===== config.mk =====
export PLATFORM = sky130hd
export DESIGN_NAME = deal_sequencer
export DESIGN_NICKNAME = d
export VERILOG_FILES = /design/src/rtl/deal_sequencer_pkg.sv /design/src/rtl/deal_sequencer_button_edge.sv /design/src/rtl/deal_sequencer.sv
export SDC_FILE = /design/constraint.sdc
export NUM_CORES = 1
export LEC_CHECK = 0
export CORE_MARGIN = 2
export CORE_UTILIZATION = 58
export CTS_BUF_LIST = sky130_fd_sc_hd__clkbuf_8 sky130_fd_sc_hd__clkbuf_16
export DETAILED_ROUTE_END_ITERATION = 16
export PLACE_DENSITY = 0.86
export SYNTH_ARGS = -nofsm -noshare
export SYNTH_HDL_FRONTEND = slang
export SYNTH_HIERARCHICAL = 1
export SYNTH_SLANG_ARGS = --single-unit

===== constraint.sdc =====
create_clock -name Clock -period 3.1 [get_ports Clock]
set_input_delay 0.62 -clock Clock [delete_from_list [all_inputs] [get_ports Clock]]
set_output_delay 0.62 -clock Clock [all_outputs]
set_load 0.02 [all_outputs]

===== src/rtl/deal_sequencer_pkg.sv =====
// Shared definitions for the blackjack round sequencer: default parameters,
// controller state and result encodings, and small state-decoding helpers.
package deal_sequencer_pkg;

  localparam int DEF_CARD_W       = 5;
  localparam int DEF_BUST_LIMIT   = 21;
  localparam int DEF_DEALER_STAND = 17;
  localparam int DEF_REQ_TIMEOUT  = 15;
  localparam int CARD_MIN         = 1;
  localparam int CARD_MAX         = 10;

  typedef enum logic [3:0] {
    S_IDLE,
    S_DRAW_P1,
    S_DRAW_D1,
    S_DRAW_P2,
    S_GAP,
    S_CHK_DEAL,
    S_PLAYER,
    S_DRAW_HIT,
    S_CHK_P,
    S_CHK_D,
    S_DRAW_D,
    S_DONE
  } state_t;

  typedef enum logic [1:0] {
    RES_NONE = 2'b00,
    RES_WIN  = 2'b01,
    RES_LOSE = 2'b10,
    RES_PUSH = 2'b11
  } result_t;

  function automatic logic is_draw(input state_t s);
    return s inside {S_DRAW_P1, S_DRAW_D1, S_DRAW_P2, S_DRAW_HIT, S_DRAW_D};
  endfunction

  function automatic logic draws_for_player(input state_t s);
    return s inside {S_DRAW_P1, S_DRAW_P2, S_DRAW_HIT};
  endfunction

  // Where a draw state goes once its card has been strobed into a hand.
  function automatic state_t after_draw(input state_t s);
    case (s)
      S_DRAW_P1:  return S_DRAW_D1;
      S_DRAW_D1:  return S_DRAW_P2;
      S_DRAW_P2:  return S_CHK_DEAL;
      S_DRAW_HIT: return S_CHK_P;
      default:    return S_CHK_D;
    endcase
  endfunction

endpackage


===== src/rtl/deal_sequencer_button_edge.sv =====
// Two-flop synchroniser for an active-low push button, followed by a
// one-cycle pulse on each press (high-to-low transition).
module button_edge (
  input  logic Clock,
  input  logic reset_n,
  input  logic button,
  output logic press
);

  logic meta;
  logic sync;
  logic sync_q;

  // NOTE: flops reset to the released (high) level so leaving reset never looks like a press.
  always_ff @(posedge Clock or negedge reset_n) begin
    if (!reset_n) begin
      meta   <= 1'b1;
      sync   <= 1'b1;
      sync_q <= 1'b1;
    end else begin
      meta   <= button;
      sync   <= meta;
      sync_q <= sync;
    end
  end

  assign press = sync_q & ~sync;

endmodule


===== src/rtl/deal_sequencer.sv =====
// Blackjack round controller: arbitrates the shared card source, strobes cards
// into the player/dealer hand registers and decides the round outcome.
module deal_sequencer
  import deal_sequencer_pkg::*;
#(
  parameter int CARD_W       = DEF_CARD_W,
  parameter int BUST_LIMIT   = DEF_BUST_LIMIT,
  parameter int DEALER_STAND = DEF_DEALER_STAND,
  parameter int REQ_TIMEOUT  = DEF_REQ_TIMEOUT
) (
  input  logic              Clock,
  input  logic              reset_n,
  input  logic              enter,
  input  logic              pass,
  input  logic              card_ready,
  input  logic [CARD_W-1:0] card_value,
  input  logic [CARD_W-1:0] phand,
  input  logic [CARD_W-1:0] dhand,
  output logic              card_req,
  output logic [CARD_W-1:0] card_out,
  output logic              p_add,
  output logic              d_add,
  output logic              clear_hands,
  output logic              busy,
  output logic [1:0]        result
);

  localparam int TO_W = $clog2(REQ_TIMEOUT + 1);

  localparam logic [CARD_W-1:0] CARD_LO = CARD_W'(CARD_MIN);
  localparam logic [CARD_W-1:0] CARD_HI = CARD_W'(CARD_MAX);
  localparam logic [CARD_W-1:0] BUST    = CARD_W'(BUST_LIMIT);
  localparam logic [CARD_W-1:0] STAND   = CARD_W'(DEALER_STAND);
  localparam logic [TO_W-1:0]   TO_LAST = TO_W'(REQ_TIMEOUT - 1);

  state_t          state;
  state_t          resume;
  logic [TO_W-1:0] to_cnt;
  logic            enter_ev;
  logic            pass_ev;
  logic            card_legal;

  button_edge u_enter_edge (
    .Clock   (Clock),
    .reset_n (reset_n),
    .button  (enter),
    .press   (enter_ev)
  );

  button_edge u_pass_edge (
    .Clock   (Clock),
    .reset_n (reset_n),
    .button  (pass),
    .press   (pass_ev)
  );

  assign card_legal = (card_value >= CARD_LO) && (card_value <= CARD_HI);

  // Every draw, accepted or not, passes through S_GAP: card_req is low there, and
  // for an accepted card the add strobe is live so the CHK state sees the new total.
  always_ff @(posedge Clock or negedge reset_n) begin
    if (!reset_n) begin
      state       <= S_IDLE;
      resume      <= S_IDLE;
      to_cnt      <= '0;
      card_req    <= 1'b0;
      card_out    <= '0;
      p_add       <= 1'b0;
      d_add       <= 1'b0;
      clear_hands <= 1'b0;
      busy        <= 1'b0;
      result      <= RES_NONE;
    end else begin
      // NOTE: sequential state uses non-blocking assignments only; strobes default low each cycle.
      p_add       <= 1'b0;
      d_add       <= 1'b0;
      clear_hands <= 1'b0;

      unique case (state)
        S_IDLE, S_DONE: begin
          if (enter_ev) begin
            clear_hands <= 1'b1;
            result      <= RES_NONE;
            card_req    <= 1'b1;
            busy        <= 1'b1;
            state       <= S_DRAW_P1;
          end
        end

        S_DRAW_P1, S_DRAW_D1, S_DRAW_P2, S_DRAW_HIT, S_DRAW_D: begin
          if (card_ready) begin
            card_req <= 1'b0;
            to_cnt   <= '0;
            state    <= S_GAP;
            if (card_legal) begin
              card_out <= card_value;
              p_add    <= draws_for_player(state);
              d_add    <= !draws_for_player(state);
              resume   <= after_draw(state);
            end else begin
              resume   <= state;
            end
          end else if (to_cnt == TO_LAST) begin
            card_req <= 1'b0;
            to_cnt   <= '0;
            resume   <= state;
            state    <= S_GAP;
          end else begin
            to_cnt <= to_cnt + TO_W'(1);
          end
        end

        S_GAP: begin
          card_req <= is_draw(resume);
          state    <= resume;
        end

        S_CHK_DEAL: begin
          busy <= 1'b0;
          if (phand == BUST) begin
            result <= RES_WIN;
            state  <= S_DONE;
          end else begin
            state <= S_PLAYER;
          end
        end

        S_PLAYER: begin
          // enter is tested first so a simultaneous pass is ignored.
          if (enter_ev) begin
            card_req <= 1'b1;
            busy     <= 1'b1;
            state    <= S_DRAW_HIT;
          end else if (pass_ev) begin
            busy  <= 1'b1;
            state <= S_CHK_D;
          end
        end

        S_CHK_P: begin
          busy <= 1'b0;
          if (phand > BUST) begin
            result <= RES_LOSE;
            state  <= S_DONE;
          end else if (phand == BUST) begin
            result <= RES_WIN;
            state  <= S_DONE;
          end else begin
            state <= S_PLAYER;
          end
        end

        S_CHK_D: begin
          if (dhand > BUST) begin
            result <= RES_WIN;
            busy   <= 1'b0;
            state  <= S_DONE;
          end else if (dhand < STAND) begin
            card_req <= 1'b1;
            state    <= S_DRAW_D;
          end else begin
            busy  <= 1'b0;
            state <= S_DONE;
            if (phand > dhand)      result <= RES_WIN;
            else if (phand < dhand) result <= RES_LOSE;
            else                    result <= RES_PUSH;
          end
        end

        default: begin
          card_req <= 1'b0;
          busy     <= 1'b0;
          state    <= S_IDLE;
        end
      endcase
    end
  end

endmodule


==> impl_metrics.yaml <==
status:
  status: "finished clean"
floorplanning:
  die_w_microns: 63.7
  die_y_microns: 63.7
  start_util: 0.609
  num_io_pins: 32
  coreArea_sq_um: 3390
  dieArea_sq_um: 4050
  rows: 21
power_and_ir_drop:
  leakage_uw: 0.00104
  p_int_uw: 1210
  p_comb_frac: 0.526
  p_clk_frac: 0.151
  pwr-share-seq: 0.322
  p_switching_uw: 877
  power_density_nw_per_um2: 847
  swShare: 0.420
  irDropWorstVdd_mv: 0.538
clock_network:
  hold_buffers: 0
  cts_buffers: 5
  clock_path_buffers: 2
  postCtsSetupRepairBufs: 0
  cts-root-buf: "clkbuf_8"
  clk_pin_slew_ns: 0.06
  clk_latency_ns: 0.28
  h-tree-depth: 2
  cts.sinks: 30
  cts_tree: "yes"
  post_cts_resized: 0
timing:
  finalCriticalPeriod_ns: 2.28
  timing.final.crit_share: 0.735
  final-setup-viol-count: 0
  drv_slew: 0
  finalSetupTns_ns: 0
  hold_viol: 0
  relSlewSlack: 0.448
  rsz0062_at_grt: "false"
  whs_ns: 0.356
  fmax_mhz: 439
  worst_pin_slew_ns: 0.828
  fin_skew_ns: 0.00625
placed_design:
  gp_congestion: 0.846
  place_inst: 276
  numPortBuffers: 31
  placed_cell_area_sq_um: 2370
  dp_hpwl_microns: 3420
final_layout:
  drive_gt1_frac: 0.214
  postLayoutCellArea_sq_um: 2470
  layout.cells.non_filler: 284
  finalCoreUtilization: 0.728
  finalNetCount: 264
  diodes: 0
  syn_to_final_growth_pct: 19.5
global_route:
  grt_max_degree: 31
  grt.overflow.total: 0
  grt_pass1_vias: 1674
  grt_pass1_wl_microns: 7780
  gr-usage-all-layers: 0.246
  antenna_found_initial: 0
logic_synthesis:
  synth_top_area_frac: 0.291
  synth.most_common_cell: "dfrtp_1"
  synthTopCellsByArea: "dfrtp_1 29%, dfstp_2 7.6%, mux2_4 5.1%"
  ys_ff_latch: 30
  async_flop_share: 1.00
  syn_nets: 232
  synth_edf_count: 0
  netlist_instances: 205
  avgSynthCellArea_sq_um: 10.1
  synth.top_cells.by_count: "24 x dfrtp_1, 17 x o21ai_0, 14 x nand2_1"
  synth_area_leader_cell: "dfrtp_1"
  yosys_most_used_dff: "dfrtp_1"
  ys_warn_count: 6
  syn_area_sq_um: 2060
  ys_types: 63
  yosysSeqAreaShare: 0.367
setup_path:
  end_kind: "flop"
  cp-start-kind: "input port"
  crit_chain: "clkdlybuf4s50_1, inv_1, ha_1, nor2b_1, o21ai_0, nand4_1, and3b_1, a311o_1"
  cp_slowest_cell: "clkdlybuf4s50_1"
  cp.required_ns: 3.27
  cp.buffers_inverters: 2
  slowest_delay_ns: 0.51
  crit_type: "in -> reg"
  crit_arrival_ns: 2.45
  critical_path.max_fanout: 3
  critical_path.top_delay_family: "buffers and inverters"
run:
  maxCapViolCount: 0
routing:
  routed_wl_microns: 4510
  ant_nets: 0
  vias: 1703
  drt-pass1-iter-count: 4
  post_drt_wl_per_cell_microns: 15.9
  vias_per_cell: 6.00
  drt_iter0_drc: 152
  drc: 0
min_path:
  min_path_type: "reg -> reg"
==> power groups by stage <==
stage | Combinational (uW) | Clock [uW] | Sequential, uW
floorplan | 860 | 0 | 654
global placement | 1050 | 0 | 667
detailed placement | 1080 | 0 | 672
CTS | 1100 | 322 | 667
global route | 1200 | 346 | 694
finish | 1100 | 316 | 672
==> logic make-up after synthesis <==
kind of cell             count (synthesis)  share of synthesized area
buffers and inverters                   24                     0.0697
adder cells (fa/ha/maj)                  7                     0.0424
AO/OA/AOI/OAI                           66                      0.244
flip-flops                              30                      0.367
multiplexers                             8                     0.0558
AND/OR/NAND/NOR                         70                      0.221
==> final cells by class <==
class | count | area [sq um]
Clock buffer | 6 | 82.6
Clock inverter | 2 | 8.76
Fill cell | 247 | 923
Inverter | 13 | 48.8
Multi-Input combinational cell | 151 | 1160
Sequential cell | 30 | 758
Tap cell | 46 | 57.6
Timing Repair Buffer | 36 | 348
==> registers in the layout, indices dropped and copies added (netlist names), 2 cells and up <==
| register | count |
|---|---|
| card_out | 5 |
| resume | 4 |
| state | 4 |
| to_cnt | 4 |
| result | 2 |
==> stage by stage <==
step	power [uW]	worst slack, ns
after floorplan	1510	1.22
after global placement	1720	0.638
after detailed placement	1760	0.533
after CTS	2090	0.827
after global routing	2240	0.755
final	2090	0.821
==> cells in the final DEF (no fill, tap or decap), types with 2 or more instances in the layout <==
cell / count
clkdlybuf4s50_1: 31
ha_1: 7
nor2_1: 13
mux2_4: 7
nor3_1: 6
o21ai_0: 17
dfrtp_1: 24
a31oi_1: 6
a21oi_1: 9
clkbuf_8: 6
buf_4: 5
o31a_1: 2
nand3b_1: 2
inv_1: 13
a21o_1: 2
nand2_1: 14
o211ai_1: 2
nand2b_1: 2
dfstp_2: 6
nor2_4: 2
o21ai_1: 4
nor2b_4: 2
nand3_1: 4
and3_1: 3
a31o_2: 2
and3b_1: 2
nand4_1: 3
o21ai_2: 2
nor2b_1: 6
==> per-layer routing <==
metal | global-route usage | vias up | share of wire
met2 | 0.392 | 37 | 0.50
li1 | - | 815 | -
met4 | 0.0870 | 0 | 0.014
met3 | 0.0536 | 9 | 0.042
met5 | 0 | - | 0
met1 | 0.330 | 842 | 0.45
==> final timing paths <==
path / startpoint / endpoint / slack (ns) / cells past startpoint
worst min-delay path: u_pass_edge/meta / u_pass_edge/sync / 0.36 / 0
worst max-delay path: dhand[1] / result[0] / 0.82 / 8
max in group asynchronous: reset_n / u_enter_edge/meta / 2.07 / 2
worst min register to register: u_pass_edge/meta / u_pass_edge/sync / 0.36 / 0
min in group asynchronous: reset_n / result[1] / 0.72 / 2
worst max register to register: state[1] / state[2] / 0.95 / 5
Note: power is estimated with default switching activity, not from simulation.
